==> config.mk <==
export PLATFORM = sky130hd
export DESIGN_NAME = riscv_mem_arbiter_flat
export DESIGN_NICKNAME = d
export VERILOG_FILES = /design/src/rtl/riscv_mem_arbiter_if.sv /design/src/rtl/riscv_mem_arbiter.sv /design/src/flat_wrapper.sv
export SDC_FILE = /design/constraint.sdc
export NUM_CORES = 1
export LEC_CHECK = 0
export ABC_AREA = 1
export CAP_MARGIN = 10
export CORE_AREA = 10 10 148 150
export CTS_BUF_LIST = sky130_fd_sc_hd__clkbuf_8
export DETAILED_ROUTE_END_ITERATION = 10
export DIE_AREA = 0 0 158 160
export PLACE_DENSITY = 0.78
export SLEW_MARGIN = 0
export SYNTH_ARGS = -nofsm -noshare
export SYNTH_HDL_FRONTEND = slang
export SYNTH_SLANG_ARGS = --single-unit
==> constraint.sdc <==
create_clock -name clk -period 1.29 [get_ports clk]
set_input_delay 0.1935 -clock clk [delete_from_list [all_inputs] [get_ports clk]]
set_output_delay 0.1935 -clock clk [all_outputs]
set_load 0.03 [all_outputs]
==> src/rtl/riscv_mem_arbiter_if.sv <==
// Bus bundle between the three memory requesters, the arbiter and the memory slave.
// The slave modport is the arbiter's view; master is the surrounding SoC/bench view.
interface riscv_mem_arbiter_if #(
  parameter int ADDR_W = 32,
  parameter int DATA_W = 32
);
  logic              m0_req, m0_we, m0_gnt, m0_rvalid, m0_rerr;
  logic [ADDR_W-1:0] m0_addr;
  logic [DATA_W-1:0] m0_wdata, m0_rdata;
  logic              m1_req, m1_we, m1_gnt, m1_rvalid, m1_rerr;
  logic [ADDR_W-1:0] m1_addr;
  logic [DATA_W-1:0] m1_wdata, m1_rdata;
  logic              m2_req, m2_we, m2_gnt, m2_rvalid, m2_rerr;
  logic [ADDR_W-1:0] m2_addr;
  logic [DATA_W-1:0] m2_wdata, m2_rdata;
  logic              s_req, s_we, s_ack;
  logic [ADDR_W-1:0] s_addr;
  logic [DATA_W-1:0] s_wdata, s_rdata;
  logic              busy;

  modport slave (
    input  m0_req, m0_we, m0_addr, m0_wdata,
    input  m1_req, m1_we, m1_addr, m1_wdata,
    input  m2_req, m2_we, m2_addr, m2_wdata,
    output m0_gnt, m0_rvalid, m0_rdata, m0_rerr,
    output m1_gnt, m1_rvalid, m1_rdata, m1_rerr,
    output m2_gnt, m2_rvalid, m2_rdata, m2_rerr,
    output s_req, s_we, s_addr, s_wdata, busy,
    input  s_ack, s_rdata
  );

  modport master (
    output m0_req, m0_we, m0_addr, m0_wdata,
    output m1_req, m1_we, m1_addr, m1_wdata,
    output m2_req, m2_we, m2_addr, m2_wdata,
    input  m0_gnt, m0_rvalid, m0_rdata, m0_rerr,
    input  m1_gnt, m1_rvalid, m1_rdata, m1_rerr,
    input  m2_gnt, m2_rvalid, m2_rdata, m2_rerr,
    input  s_req, s_we, s_addr, s_wdata, busy,
    output s_ack, s_rdata
  );
endinterface

==> src/rtl/riscv_mem_arbiter.sv <==
// Three-way single-outstanding memory arbiter: m0 fixed priority, m1/m2 round-robin.
// Define MEM_ARB_TIMEOUT_EN to add a watchdog that ends hung slave accesses with rerr.
module riscv_mem_arbiter #(
  parameter int ADDR_W  = 32,
  parameter int DATA_W  = 32,
  parameter int TIMEOUT = 16
) (
  input logic                clk,
  input logic                rst,
  riscv_mem_arbiter_if.slave bus
);

  typedef enum logic [1:0] {IDLE, ACCESS, RESP} state_t;

  if (TIMEOUT < 2) begin : g_bad_timeout
    $error("riscv_mem_arbiter: TIMEOUT must be >= 2");
  end

  state_t            state_q, state_d;
  logic [2:0]        req;
  logic              we_v    [3];
  logic [ADDR_W-1:0] addr_v  [3];
  logic [DATA_W-1:0] wdata_v [3];
  logic [1:0]        win;
  logic [1:0]        idx_q;
  logic [2:0]        gnt_q, rvalid;
  logic              rr_last_m2_q;  // 1: m2 was the last of m1/m2 served, so m1 wins a tie
  logic              we_q;
  logic [ADDR_W-1:0] addr_q;
  logic [DATA_W-1:0] wdata_q, rdata_q;
  logic              rerr_q;
  logic              timeout_hit;

  assign req        = {bus.m2_req, bus.m1_req, bus.m0_req};
  assign we_v[0]    = bus.m0_we;
  assign we_v[1]    = bus.m1_we;
  assign we_v[2]    = bus.m2_we;
  assign addr_v[0]  = bus.m0_addr;
  assign addr_v[1]  = bus.m1_addr;
  assign addr_v[2]  = bus.m2_addr;
  assign wdata_v[0] = bus.m0_wdata;
  assign wdata_v[1] = bus.m1_wdata;
  assign wdata_v[2] = bus.m2_wdata;

  always_comb begin
    // NOTE: every always_comb output gets a default first so no path can infer a latch.
    win = 2'd0;
    if (req[0])                win = 2'd0;
    else if (req[1] && req[2]) win = rr_last_m2_q ? 2'd1 : 2'd2;
    else if (req[1])           win = 2'd1;
    else if (req[2])           win = 2'd2;
  end

  always_comb begin
    state_d = state_q;
    unique case (state_q)
      IDLE:    if (|req) state_d = ACCESS;
      ACCESS:  if (bus.s_ack || timeout_hit) state_d = RESP;
      RESP:    state_d = IDLE;
      default: state_d = IDLE;
    endcase
  end

  // NOTE: state registers use non-blocking assignments so every flop samples pre-edge values.
  always_ff @(posedge clk) begin
    if (rst) begin
      state_q <= IDLE;
    end else begin
      state_q <= state_d;
    end
  end

  // NOTE: the latched payload is reset too, because it drives s_* outputs directly.
  always_ff @(posedge clk) begin
    if (rst) begin
      gnt_q        <= '0;
      idx_q        <= 2'd0;
      rr_last_m2_q <= 1'b1;
      we_q         <= 1'b0;
      addr_q       <= '0;
      wdata_q      <= '0;
      rdata_q      <= '0;
    end else begin
      gnt_q <= '0;
      if (state_q == IDLE && |req) begin
        gnt_q   <= 3'b001 << win;
        idx_q   <= win;
        we_q    <= we_v[win];
        addr_q  <= addr_v[win];
        wdata_q <= wdata_v[win];
        if (win != 2'd0) rr_last_m2_q <= (win == 2'd2);
      end
      if (state_q == ACCESS) begin
        if (bus.s_ack)        rdata_q <= we_q ? '0 : bus.s_rdata;
        else if (timeout_hit) rdata_q <= '0;
      end
    end
  end

`ifdef MEM_ARB_TIMEOUT_EN
  localparam int CNT_W = (TIMEOUT > 2) ? $clog2(TIMEOUT) : 1;
  logic [CNT_W-1:0] cnt_q;

  // The counter reaches TIMEOUT-1 on the same edge that leaves ACCESS.
  assign timeout_hit = (state_q == ACCESS) && !bus.s_ack && (cnt_q == CNT_W'(TIMEOUT - 2));

  always_ff @(posedge clk) begin
    if (rst) begin
      cnt_q  <= '0;
      rerr_q <= 1'b0;
    end else begin
      if (state_q == IDLE) cnt_q <= '0;
      else if (state_q == ACCESS && !bus.s_ack) cnt_q <= cnt_q + 1'b1;
      if (state_q == ACCESS && (bus.s_ack || timeout_hit)) rerr_q <= timeout_hit;
    end
  end
`else
  assign timeout_hit = 1'b0;
  assign rerr_q      = 1'b0;
`endif

  assign rvalid = (state_q == RESP) ? (3'b001 << idx_q) : 3'b000;

  assign bus.m0_gnt    = gnt_q[0];
  assign bus.m1_gnt    = gnt_q[1];
  assign bus.m2_gnt    = gnt_q[2];
  assign bus.m0_rvalid = rvalid[0];
  assign bus.m1_rvalid = rvalid[1];
  assign bus.m2_rvalid = rvalid[2];
  assign bus.m0_rdata  = rvalid[0] ? rdata_q : '0;
  assign bus.m1_rdata  = rvalid[1] ? rdata_q : '0;
  assign bus.m2_rdata  = rvalid[2] ? rdata_q : '0;
  assign bus.m0_rerr   = rvalid[0] & rerr_q;
  assign bus.m1_rerr   = rvalid[1] & rerr_q;
  assign bus.m2_rerr   = rvalid[2] & rerr_q;

  assign bus.s_req   = (state_q == ACCESS);
  assign bus.s_we    = we_q;
  assign bus.s_addr  = addr_q;
  assign bus.s_wdata = wdata_q;
  assign bus.busy    = (state_q != IDLE);

endmodule
==> src/flat_wrapper.sv <==
// flat-port wrapper written by rule: the top's interface ports become plain ports
module riscv_mem_arbiter_flat 
#(
  parameter int ADDR_W  = 32,
  parameter int DATA_W  = 32,
  parameter int TIMEOUT = 16
)
  (clk, rst, bus_m0_req, bus_m0_we, bus_m0_addr, bus_m0_wdata, bus_m1_req, bus_m1_we, bus_m1_addr, bus_m1_wdata, bus_m2_req, bus_m2_we, bus_m2_addr, bus_m2_wdata, bus_m0_gnt, bus_m0_rvalid, bus_m0_rdata, bus_m0_rerr, bus_m1_gnt, bus_m1_rvalid, bus_m1_rdata, bus_m1_rerr, bus_m2_gnt, bus_m2_rvalid, bus_m2_rdata, bus_m2_rerr, bus_s_req, bus_s_we, bus_s_addr, bus_s_wdata, bus_busy, bus_s_ack, bus_s_rdata);
  riscv_mem_arbiter_if #(.ADDR_W(ADDR_W), .DATA_W(DATA_W)) bus_i ();
  input logic clk;
  input logic rst;
  input wire logic [$bits(bus_i.m0_req)-1:0] bus_m0_req;
  input wire logic [$bits(bus_i.m0_we)-1:0] bus_m0_we;
  input wire logic [$bits(bus_i.m0_addr)-1:0] bus_m0_addr;
  input wire logic [$bits(bus_i.m0_wdata)-1:0] bus_m0_wdata;
  input wire logic [$bits(bus_i.m1_req)-1:0] bus_m1_req;
  input wire logic [$bits(bus_i.m1_we)-1:0] bus_m1_we;
  input wire logic [$bits(bus_i.m1_addr)-1:0] bus_m1_addr;
  input wire logic [$bits(bus_i.m1_wdata)-1:0] bus_m1_wdata;
  input wire logic [$bits(bus_i.m2_req)-1:0] bus_m2_req;
  input wire logic [$bits(bus_i.m2_we)-1:0] bus_m2_we;
  input wire logic [$bits(bus_i.m2_addr)-1:0] bus_m2_addr;
  input wire logic [$bits(bus_i.m2_wdata)-1:0] bus_m2_wdata;
  output wire logic [$bits(bus_i.m0_gnt)-1:0] bus_m0_gnt;
  output wire logic [$bits(bus_i.m0_rvalid)-1:0] bus_m0_rvalid;
  output wire logic [$bits(bus_i.m0_rdata)-1:0] bus_m0_rdata;
  output wire logic [$bits(bus_i.m0_rerr)-1:0] bus_m0_rerr;
  output wire logic [$bits(bus_i.m1_gnt)-1:0] bus_m1_gnt;
  output wire logic [$bits(bus_i.m1_rvalid)-1:0] bus_m1_rvalid;
  output wire logic [$bits(bus_i.m1_rdata)-1:0] bus_m1_rdata;
  output wire logic [$bits(bus_i.m1_rerr)-1:0] bus_m1_rerr;
  output wire logic [$bits(bus_i.m2_gnt)-1:0] bus_m2_gnt;
  output wire logic [$bits(bus_i.m2_rvalid)-1:0] bus_m2_rvalid;
  output wire logic [$bits(bus_i.m2_rdata)-1:0] bus_m2_rdata;
  output wire logic [$bits(bus_i.m2_rerr)-1:0] bus_m2_rerr;
  output wire logic [$bits(bus_i.s_req)-1:0] bus_s_req;
  output wire logic [$bits(bus_i.s_we)-1:0] bus_s_we;
  output wire logic [$bits(bus_i.s_addr)-1:0] bus_s_addr;
  output wire logic [$bits(bus_i.s_wdata)-1:0] bus_s_wdata;
  output wire logic [$bits(bus_i.busy)-1:0] bus_busy;
  input wire logic [$bits(bus_i.s_ack)-1:0] bus_s_ack;
  input wire logic [$bits(bus_i.s_rdata)-1:0] bus_s_rdata;
  assign bus_i.m0_req = bus_m0_req;
  assign bus_i.m0_we = bus_m0_we;
  assign bus_i.m0_addr = bus_m0_addr;
  assign bus_i.m0_wdata = bus_m0_wdata;
  assign bus_i.m1_req = bus_m1_req;
  assign bus_i.m1_we = bus_m1_we;
  assign bus_i.m1_addr = bus_m1_addr;
  assign bus_i.m1_wdata = bus_m1_wdata;
  assign bus_i.m2_req = bus_m2_req;
  assign bus_i.m2_we = bus_m2_we;
  assign bus_i.m2_addr = bus_m2_addr;
  assign bus_i.m2_wdata = bus_m2_wdata;
  assign bus_m0_gnt = bus_i.m0_gnt;
  assign bus_m0_rvalid = bus_i.m0_rvalid;
  assign bus_m0_rdata = bus_i.m0_rdata;
  assign bus_m0_rerr = bus_i.m0_rerr;
  assign bus_m1_gnt = bus_i.m1_gnt;
  assign bus_m1_rvalid = bus_i.m1_rvalid;
  assign bus_m1_rdata = bus_i.m1_rdata;
  assign bus_m1_rerr = bus_i.m1_rerr;
  assign bus_m2_gnt = bus_i.m2_gnt;
  assign bus_m2_rvalid = bus_i.m2_rvalid;
  assign bus_m2_rdata = bus_i.m2_rdata;
  assign bus_m2_rerr = bus_i.m2_rerr;
  assign bus_s_req = bus_i.s_req;
  assign bus_s_we = bus_i.s_we;
  assign bus_s_addr = bus_i.s_addr;
  assign bus_s_wdata = bus_i.s_wdata;
  assign bus_busy = bus_i.busy;
  assign bus_i.s_ack = bus_s_ack;
  assign bus_i.s_rdata = bus_s_rdata;
  riscv_mem_arbiter #(.ADDR_W(ADDR_W), .DATA_W(DATA_W), .TIMEOUT(TIMEOUT)) u_core (.clk(clk), .rst(rst), .bus(bus_i));
endmodule
# [Yosys cells after proc, flatten, opt, wreduce, memory -nomap -nowiden]
# Index checks and enable logic that the tools add are counted.
[word_totals] rom_bits=0 ff_bits=105 mem_bits_rw=0 latchBits=0 memories=0 word_cells=50 in_bits=233
[classes] n_div=0 n_eq_ne=5 shifts=2 n_mul=0 n_lt_le_gt_ge=1 add_sub_neg=0 bitwise_logic=2 n_reduce_logical=10 n_mux=22
[op_table] cell="$mux 32" n=8
[op_table] cell="$bmux 32 s2" n=2
[op_table] cell="$mux 2" n=7
[op_table] cell="$reduce_and 2->1" n=3
[op_table] cell="$shl 1x2->3 const A" n=2
[op_table] cell="$eq 2x2->1 const B" n=2
[op_table] cell="$pmux 2 s2" n=1
[op_table] cell="$reduce_bool 2->1" n=2
[op_table] cell="$ge 3x3->1 const B" n=1
[op_table] cell="$mux 3" n=1
[op_table] cell="$not 2->3" n=1
[op_table] cell="$reduce_or 3->1" n=1
[op_table] cell="$bmux 1 s2" n=1
[op_table] cell="$eq 2x1->1 const B" n=1
[op_table] cell="$logic_and 1x1->1" n=2
[op_table] cell="$logic_not 2->1" n=1
[op_table] cell="$mux 1" n=2
[op_table] cell="$ne 2x1->1 const B" n=1
[op_table] cell="$ne 2x2->1 const B" n=1
[op_table] cell="$reduce_or 2->1" n=1
[op_table] cell="$not 1->1" n=1

# [Logic depth before layout (Yosys ltp)]
# Gate-level depths: netlist of run 1.
[depth] ltp_word=8 mapped_depth=9 mapped_depth_nobuf=7

# [Worst setup path after synthesis of run 1]
# OpenSTA, ideal clock, no wires.
[synth_path] kind="reg-to-reg" start="register u_core.state_q[0]" end="register u_core.rdata_q[10]" path_stages_with_launch=7 arrival_time_ps=1435 n_path_buf=1 t_required_ps=1165 setup_slack_ps=-270 setup_time_ps=125 period_less_slack_ps=1560 path_cell_list="dfxtp_1 -> inv_1 -> nor2_1 -> nand2_1 -> clkbuf_1 -> nand3_1 -> o21ai_0"
[synth_between] elab_chain_cells=2
[synth_rtl] item="from (decl)" line_no="riscv_mem_arbiter.sv:19" rtl="state_t state_q, state_d;"
[synth_rtl] item="from (signal assigned)" line_no="riscv_mem_arbiter.sv:69" rtl="state_q <= state_d;"
[synth_rtl] item="$eq 2x1->1"
[synth_rtl] item="named net bus_s_req" line_no="flat_wrapper.sv:36" rtl="output wire logic [$bits(bus_i.s_req)-1:0] bus_s_req;"
[synth_rtl] item="$reduce_and 2->1 (no source line)"
[synth_rtl] item="to (signal assigned)" line_no="riscv_mem_arbiter.sv:94" rtl="if (bus.s_ack) rdata_q <= we_q ? '0 : bus.s_rdata;"
[synth_rtl] item="to (decl)" line_no="riscv_mem_arbiter.sv:30" rtl="logic [DATA_W-1:0] wdata_q, rdata_q;"
# The timed path passes the listed nets, and every way through them passes these cells.
# A chain may end at the register's enable or synchronous reset.

# [Final worst setup path of run 1]
[layout_path] start="register u_core.state_q[1]" end="output port bus_m2_rdata[15]"
[layout_between] elab_chain_cells=3
[layout_rtl] item="$eq 2x2->1" line_no="riscv_mem_arbiter.sv:122" rtl="assign rvalid = (state_q == RESP) ? (3'b001 << idx_q) : 3'b000;"
[layout_rtl] item="$mux 3" line_no="riscv_mem_arbiter.sv:122"
[layout_rtl] item="$mux 32" line_no="riscv_mem_arbiter.sv:132" rtl="assign bus.m2_rdata = rvalid[2] ? rdata_q : '0;"
[layout_rtl] item="to (decl)" line_no="flat_wrapper.sv:34" rtl="output wire logic [$bits(bus_i.m2_rdata)-1:0] bus_m2_rdata;"
# No other way between the ends.

==> results of run 1 <==
[through the flow]
stage	util (%)	area, sq um
2_1_floorplan	-	7088
3_5_place_dp	61.81	11790
4_1_cts	66.56	12700
5_1_grt	72.06	13750
6_report	72.06	13750
3_3_place_gp	61.81	11790
[synth_stat cells]
library cell	instances	area, sq um
inv_1	304	1141
nand2_1	243	912.1
nor2_1	231	867.1
nand3_1	166	830.8
dfxtp_1	105	2102
a21oi_1	68	340.3
clkbuf_1	32	120.1
o21ai_0	32	160.2
buf_2	30	150.1
buf_4	9	67.56
buf_6	5	56.30
buf_1	3	11.26
inv_2	3	11.26
nor3_1	2	10.01
clkbuf_2	1	5.000
conb_1	1	3.750
nand2_2	1	6.260
nand3_2	1	10.01
nor2_2	1	6.260
[area by class of cell]
type,count,area (sq um)
well taps,238,297.8
flip-flops and latches,105,2106
inverters,307,1161
clock buffers,9,123.9
multi-input cells,748,4045
diodes,6,15.01
repair buffers,493,5876
clock inverters,7,123.9
fillers,1481,5331
[sequential cells by signal, indices dropped and copies added (netlist names)]
name and cells:
u_core.state_q 2, u_core.gnt_q 3, u_core.rdata_q 32, u_core.idx_q 2
u_core.rr_last_m2_q 1, u_core.bus.s_we 1, u_core.bus.s_addr 32, u_core.bus.s_wdata 32
[kinds of logic (layout without fill, tap and decap cells)]
logic type,count (synthesis),after routing,share of synthesized area [%]
flops,105,105,30.86
simple gates,645,645,38.80
other cells,1,9,0.05505
compound gates,100,100,7.348
buf+inv,387,816,22.94
[power by group]
| part | switching (mW) | internal [mW] |
|---|---|---|
| Combinational | 2.82 | 2.97 |
| Clock | 1.29 | 1.31 |
| Sequential | 0.286 | 3.61 |
| Total | 4.40 | 7.90 |
[worst max-delay path, delay by kind of cell (launching register included)]
| kind | cells | cell delay, ns |
|---|---|---|
| and+or+nand+nor | 3 | 0.40 |
| buffers and inverters | 3 | 0.45 |
| DFF | 1 | 0.35 |
[metal layers]
metal  vias up  GRT usage [%]  wire length (um)
met4         0          10.53              1409
met2       418          40.08             17020
met3        84          7.548              3107
met1      4088          23.22             11580
met5         -              0                 0
li1       4480              -                 -
[timing repair]
action	in CTS	in global routing
buffers inserted	8	13
cloned	10	15
gates resized for setup	170	250
pin swaps	2	9
hold buffers	0	0
endpoints found under the setup margin	138	207
[worst paths after layout]
kind                                         start                    end  slack (ns)  cells past startpoint
worst max-delay path             u_core.state_q[1]       bus_m2_rdata[15]       -0.47                      6
worst min-delay path               bus_s_rdata[10]     u_core.rdata_q[10]        0.36                      3
worst max register to register   u_core.state_q[1]  u_core.bus.s_addr[24]       -0.17                     10
worst min register to register  u_core.rdata_q[22]     u_core.rdata_q[22]        0.49                      2
==> impl_results.md, run 1 <==
* Clock root buffer: clkbuf_8
* Post-Route Setup TNS at -46.48 ns
* Final Max Tran Viols at 0
* RSZ-0062 raised after global routing: true
* Number of global-route vias before repair at 8510
* Mapped cell area at 6812 sq um
* Core ar. at 19080 sq um
* Area growth, synth to finish at 101.8%
* Critical Path Start Type: flop
* Die Area at 25280 sq um
* Via Count at 9070
* Initial DRC Count at 446
* Num ports at 405
* Detailed placement HPWL at 22.69 mm
* Clock Sinks at 105
* Gr usage total at 22.56%
* Final hold slack at 0.3588 ns
* First-pass GRT wire length at 45.70 mm
* Leading cell type in the layout, fill and taps excluded: inv_1
* Drt pass-1 iters at 7
* Remaining DRCs at 0
* Pin count of the biggest net entering global routing at 66
* DIE WIDTH at 158 um
* DIE HEIGHT at 160 um
* Maximum VDD drop at 0.0006869 V
* Crit-path cells: inv_2 > nor2_4 > nand3_2 > buf_12 > nor2_1 > buf_4
* Worst-path clk slew at 0.12 ns
* CP max stage delay at 0.35 ns
* Worst Clk Skew at 0.01669 ns
* Synthesized flop and latch total at 105
* Critical Path AT at 1.57 ns
* Final min period at 1.765 ns
* Final Total Pwr at 12.30 mW
* Final Cycle Share at 136.8%
* Worst Path Max Fanout at 33
* ANT nets after route at 0
* CP Class: flop to output port
* Setup WS pre-CTS at -0.3885 ns
* Gr ovfl total at 0
* Commonest cells after routing, fill and taps aside: inv_1 (299), nand2_1 (231), clkdlybuf4s50_1 (229)
* Placed Cells at 1850
* P_leak at 6.702 nW
* Hold Path Class: input pin to flop
* Row count at 51
* Routability cong. at 0.8546
* Setup violators final at 161
* CTS buffer count at 9
* Final Hold Fails at 0
* H-tree depth at 3
* Max clock buf depth at 2
* Status: finished with violations
* Crit path capture type: output port
* Avg WL per Cell at 17.31 um
* Initial antenna violation count at 6
* Worst Slack Setup Final at -0.4746 ns
* Slowest stage cell, crit path: dfxtp_2
* CTS tree: built
* Fmax at 566.7 MHz
* Final wirelength at 33.11 mm
* Share of cells above drive strength 1 at 28.94%
* Library cells used by synthesis at 19
* Post-synthesis sequential area ratio at 30.86%
* PwrDens at 894.7 nW/um^2
* Post-synthesis cell count at 1238
* Routed vias/inst at 4.741
* Worst-skew pair later-pin latency at 0.38 ns
* YS warnings at 0
* Worst Path Required at 1.10 ns
* Final #Nets at 1897
* Post-Syn Area per Cell at 5.502 sq um
* Failing checks: negative setup slack
* Buffers on Ports at 401
* MaxCap Viol Count at 0
* Initial Util at 35.70%
* Final std cells w/o fill at 1913
(Power assumes the default switching activity.)
==> run 2: changes to the inputs <==
Clock period 1.29 ns to 1.7 ns, I/O delays scaled along.
==> run 2 against run 1 <==
The flow still finishes with violations (negative setup slack). Combinational power fell by 49%. Largest cell class unchanged. Wire length fell by 14%. Critical endpoint is now bus_m1_rdata[18]. Register-to-register slack improved by 0.49 ns. First-iteration DRC count rose by 8.5%.
==> impl_results.md, run 2 (synthesis gave the netlist of run 1 again) <==
* Status: finished with violations
* Failing checks: negative setup slack
* Routability cong. at 0.9271
* Avg WL per Cell at 15.29 um
* First-pass GRT wire length at 43.70 mm
* Worst Path Required at 1.44 ns
* Drt pass-1 iters at 5
* CP max stage delay at 0.35 ns
* Crit-path cells: inv_2 > nor2_4 > nand3_1 > buf_12 > nor2_1 > buf_4
* Setup violators final at 68
* Initial antenna violation count at 2
* DIE WIDTH at 158 um
* Core ar. at 19080 sq um
* DIE HEIGHT at 160 um
* Worst Clk Skew at 0.01594 ns
* Slowest stage cell, crit path: dfxtp_2
* Pin count of the biggest net entering global routing at 55
* Final Max Tran Viols at 0
* Post-CTS setup buffer count at 0
* Final std cells w/o fill at 1852
* Final hold slack at 0.4339 ns
* Number of global-route vias before repair at 8353
* Row count at 51
* ANT nets after route at 0
* CTS buffer count at 9
* P_leak at 6.101 nW
* Clock Sinks at 105
* Die Area at 25280 sq um
* Initial Util at 35.70%
* Routed vias/inst at 4.607
* Final wirelength at 28.31 mm
* PwrDens at 673.0 nW/um^2
* RSZ-0062 raised after global routing: true
* Final Total Pwr at 7.544 mW
* Num ports at 405
* Gr ovfl total at 0
* Commonest cells after routing, fill and taps aside: inv_1 (303), nand2_1 (241), clkdlybuf4s50_1 (236)
* CTS tree: built
* Fmax at 568.1 MHz
* Critical Path AT at 1.51 ns
* Crit path capture type: output port
* Maximum VDD drop at 0.0005209 V
* Worst Path Max Fanout at 33
* Critical Path Start Type: flop
* Max clock buf depth at 2
* Post-Route Setup TNS at -1.814 ns
* Final min period at 1.760 ns
* Post-DP Area at 10920 sq um
* Via Count at 8533
* Hold Path Class: input pin to flop
* Top Family by Delay on Critical Path: buffers and inverters
* Area growth, synth to finish at 64.55%
* Worst Slack Setup Final at -0.06038 ns
* Final Hold Fails at 0
* Leading cell type in the layout, fill and taps excluded: inv_1
* CP Class: flop to output port
* MaxCap Viol Count at 0
* Initial DRC Count at 484
* Placed Cells at 1834
* Design Area, Final at 11210 sq um
* Share of cells above drive strength 1 at 10.98%
* Final #Nets at 1840
* Gr usage total at 21.29%
* Final Cycle Share at 103.6%
* Remaining DRCs at 0
* Detailed placement HPWL at 22.24 mm
* Worst-skew pair later-pin latency at 0.38 ns
* H-tree depth at 3
* Worst-path clk slew at 0.11 ns
* Buf/Inv on CP at 3
* Clock root buffer: clkbuf_8
* Buffers on Ports at 401
## run 2: cell count changes in the layout (fill, tap and decap cells not counted), moves of 40 or more
| cell | delta |
|---|---|
| buf_4 | +40 |
| nor2_1 | +99 |
| buf_6 | -60 |
| buf_12 | -51 |
| dlygate4sd2_1 | +53 |
| nor2_2 | -51 |
| nor2_4 | -48 |
## run 2: final cells by class
cell class / instances / area, sq um
Inverter: 307 / 1154
Tap cell: 238 / 297.8
Clock inverter: 7 / 83.83
Clock buffer: 9 / 123.9
Multi-Input combinational cell: 748 / 3232
Sequential cell: 105 / 2103
Timing Repair Buffer: 436 / 4209
Fill cell: 1853 / 7871
Antenna cell: 2 / 5.005
## run 2: stage by stage
step                setup slack, ns  util [%]
finish                     -0.06038     58.74
global route                -0.1760     58.74
CTS                        -0.08264     58.29
detailed placement         -0.04381     57.23
global placement           -0.03426     57.23
floorplan                    0.1395         -
## run 2: layer usage
| layer | global-route usage [%] | up-vias | wire, um |
|---|---|---|---|
| met5 | 0 | - | 0 |
| met4 | 11.04 | 0 | 1175 |
| met3 | 6.661 | 65 | 2917 |
| met2 | 35.84 | 407 | 13720 |
| met1 | 23.44 | 3709 | 10510 |
| li1 | - | 4352 | - |
## run 2: tightest hold or removal path, stage by stage
cell and delay [ns]:
clkdlybuf4s50_1 0.39, nand2_1 0.06, o21ai_0 0.07
## run 2: report_power, final
group          internal, mW  switching, mW
registers              2.74          0.145
logic                  1.26           1.71
clock network         0.711          0.977
total                  4.71           2.83
## run 2: repair_timing
action | in CTS | in global routing
resized for setup | 75 | 27
setup endpoints to repair | 153 | 110
pin swaps | 1 | 0
hold buffers | 0 | 0
## run 2: path summary, 6_finish.rpt
| path | from | to | slack [ns] | cells past startpoint |
|---|---|---|---|---|
| setup / recovery | u_core.state_q[1] | bus_m1_rdata[18] | -0.06 | 6 |
| hold / removal | bus_s_rdata[15] | u_core.rdata_q[15] | 0.43 | 3 |
| setup reg to reg | u_core.state_q[0] | u_core.bus.s_wdata[25] | 0.32 | 7 |
| hold reg to reg | u_core.rdata_q[15] | u_core.rdata_q[15] | 0.50 | 2 |
==> run 3: changes to the inputs <==
Settings changed: SKIP_CTS_REPAIR_TIMING set to 1, SKIP_LAST_GASP set to 1.
==> run 3 against run 2 <==
The flow still finishes with violations (negative setup slack). Largest power group unchanged. Flip-flop and latch count did not move. Power rose by 1.8%. Register-to-register slack got worse by 0.03 ns. Utilization rose by 1.4 points.
==> impl_results.md, run 3 (synthesis gave the netlist of run 1 again) <==
* Status: finished with violations
* Failing checks: negative setup slack
* Maximum VDD drop at 0.0005268 V
* MaxCap Viol Count at 0
* Worst hold start: bus_s_rdata[2]
* Avg WL per Cell at 15.54 um
* DIE WIDTH at 158 um
* ANT nets after route at 0
* Critical Path AT at 1.57 ns
* Initial Util at 35.70%
* Worst Clk Skew at 0.01518 ns
* Share of cells above drive strength 1 at 10.90%
* CTS buffer count at 9
* Placed Cells at 1834
* Routed vias/inst at 4.642
* Crit-path cells: inv_2 > nor2_4 > nand3_4 > buf_4 > buf_6 > nor2_1 > buf_4
* Worst-path clk slew at 0.11 ns
* Gr ovfl total at 0
* Commonest cells after routing, fill and taps aside: inv_1 (303), nand2_1 (241), clkdlybuf4s50_1 (236)
* Core ar. at 19080 sq um
* Worst-skew pair later-pin latency at 0.39 ns
* Gr usage total at 21.28%
* Via Count at 8610
* Worst Path Required at 1.44 ns
* Final Total Pwr at 7.683 mW
* Final wirelength at 28.83 mm
* Max clock buf depth at 2
* Final min period at 1.829 ns
* Buffers on Ports at 401
* PwrDens at 669.2 nW/um^2
* Final hold slack at 0.4343 ns
* Critical Path Start Type: flop
* Clock root buffer: clkbuf_8
* First-pass GRT wire length at 43.66 mm
* Post-DP Area at 10920 sq um
* Initial antenna violation count at 2
* CP most frequent cell: buf_4
* Routability cong. at 0.9271
* Final #Nets at 1843
* Final Max Tran Viols at 0
* Final Hold Fails at 0
* FF+latch area at 2103 sq um
* Final std cells w/o fill at 1855
* Crit path capture type: output port
* Leading cell type in the layout, fill and taps excluded: inv_1
* Pin count of the biggest net entering global routing at 55
* P_leak at 6.722 nW
* RSZ-0062 raised after global routing: true
* CP Class: flop to output port
* Setup violators final at 83
* CP max stage delay at 0.35 ns
* Drt pass-1 iters at 6
* Number of global-route vias before repair at 8328
* Clock Sinks at 105
* CTS tree: built
* Num ports at 405
* Final Cycle Share at 107.6%
* CP startpoint: u_core.state_q[1]
* Remaining DRCs at 0
* Design Area, Final at 11480 sq um
* Worst Slack Setup Final at -0.1293 ns
* Hold Path Class: input pin to flop
* Fmax at 546.7 MHz
* R2R Path Start: u_core.state_q[0]
* H-tree depth at 3
* Detailed placement HPWL at 22.24 mm
* Area growth, synth to finish at 68.53%
* Fill cells at 1805
* Die Area at 25280 sq um
* Row count at 51
* Worst Path Max Fanout at 8
* Area occupied by multi-input gates at 3267 sq um
* Slowest stage cell, crit path: dfxtp_2
* Initial DRC Count at 530
* DIE HEIGHT at 160 um
run 3: path summary, 6_finish.rpt:
path	slack, ns	endpoint	depth (start not counted)
setup / recovery	-0.13	bus_m0_rdata[20]	7
hold reg to reg	0.50	u_core.rdata_q[6]	2
setup reg to reg	0.29	u_core.bus.s_wdata[25]	7
hold / removal	0.43	u_core.rdata_q[2]	3
run 3: layer usage:
metal  vias up  wire (um)  share of wire [%]  track usage [%]
met5         -          0                  0                0
li1       4364          -                  -                -
met3        61       2993                 10            6.527
met4         0       1080                3.7            10.83
met2       425      14080                 49            35.90
met1      3760      10670                 37            23.52
run 3: area by class of cell:
type | count | area share [%]
repair buffers | 439 | 38.72
multi-input cells | 748 | 28.46
flip-flops and latches | 105 | 18.32
inverters | 307 | 10.05
well taps | 238 | 2.594
clock buffers | 9 | 1.079
clock inverters | 7 | 0.7302
diodes | 2 | 0.04360
run 3: metrics by stage:
stage	TNS [ns]	setup WS [ns]	utilization [%]
3_5_place_dp	-0.6702	-0.04381	57.23
4_1_cts	-18.78	-0.2806	58.32
6_report	-4.908	-0.1293	60.17
2_1_floorplan	0	0.1395	-
3_3_place_gp	-0.06729	-0.03426	57.23
5_1_grt	-15.95	-0.2277	60.17
run 3: power breakdown:
group,leakage [nW],switching (mW),total [mW],internal [mW]
clock network,0.103,0.993,1.70,0.712
registers,0.867,0.146,2.89,2.74
logic,5.75,1.73,3.09,1.36
total,6.72,2.87,7.68,4.82
run 3: worst max-delay path: cells and delay by family (launching register included):
family / cells / cell delay, ns
buffers and inverters: 4 / 0.52
flip-flops: 1 / 0.35
AND/OR/NAND/NOR: 3 / 0.34
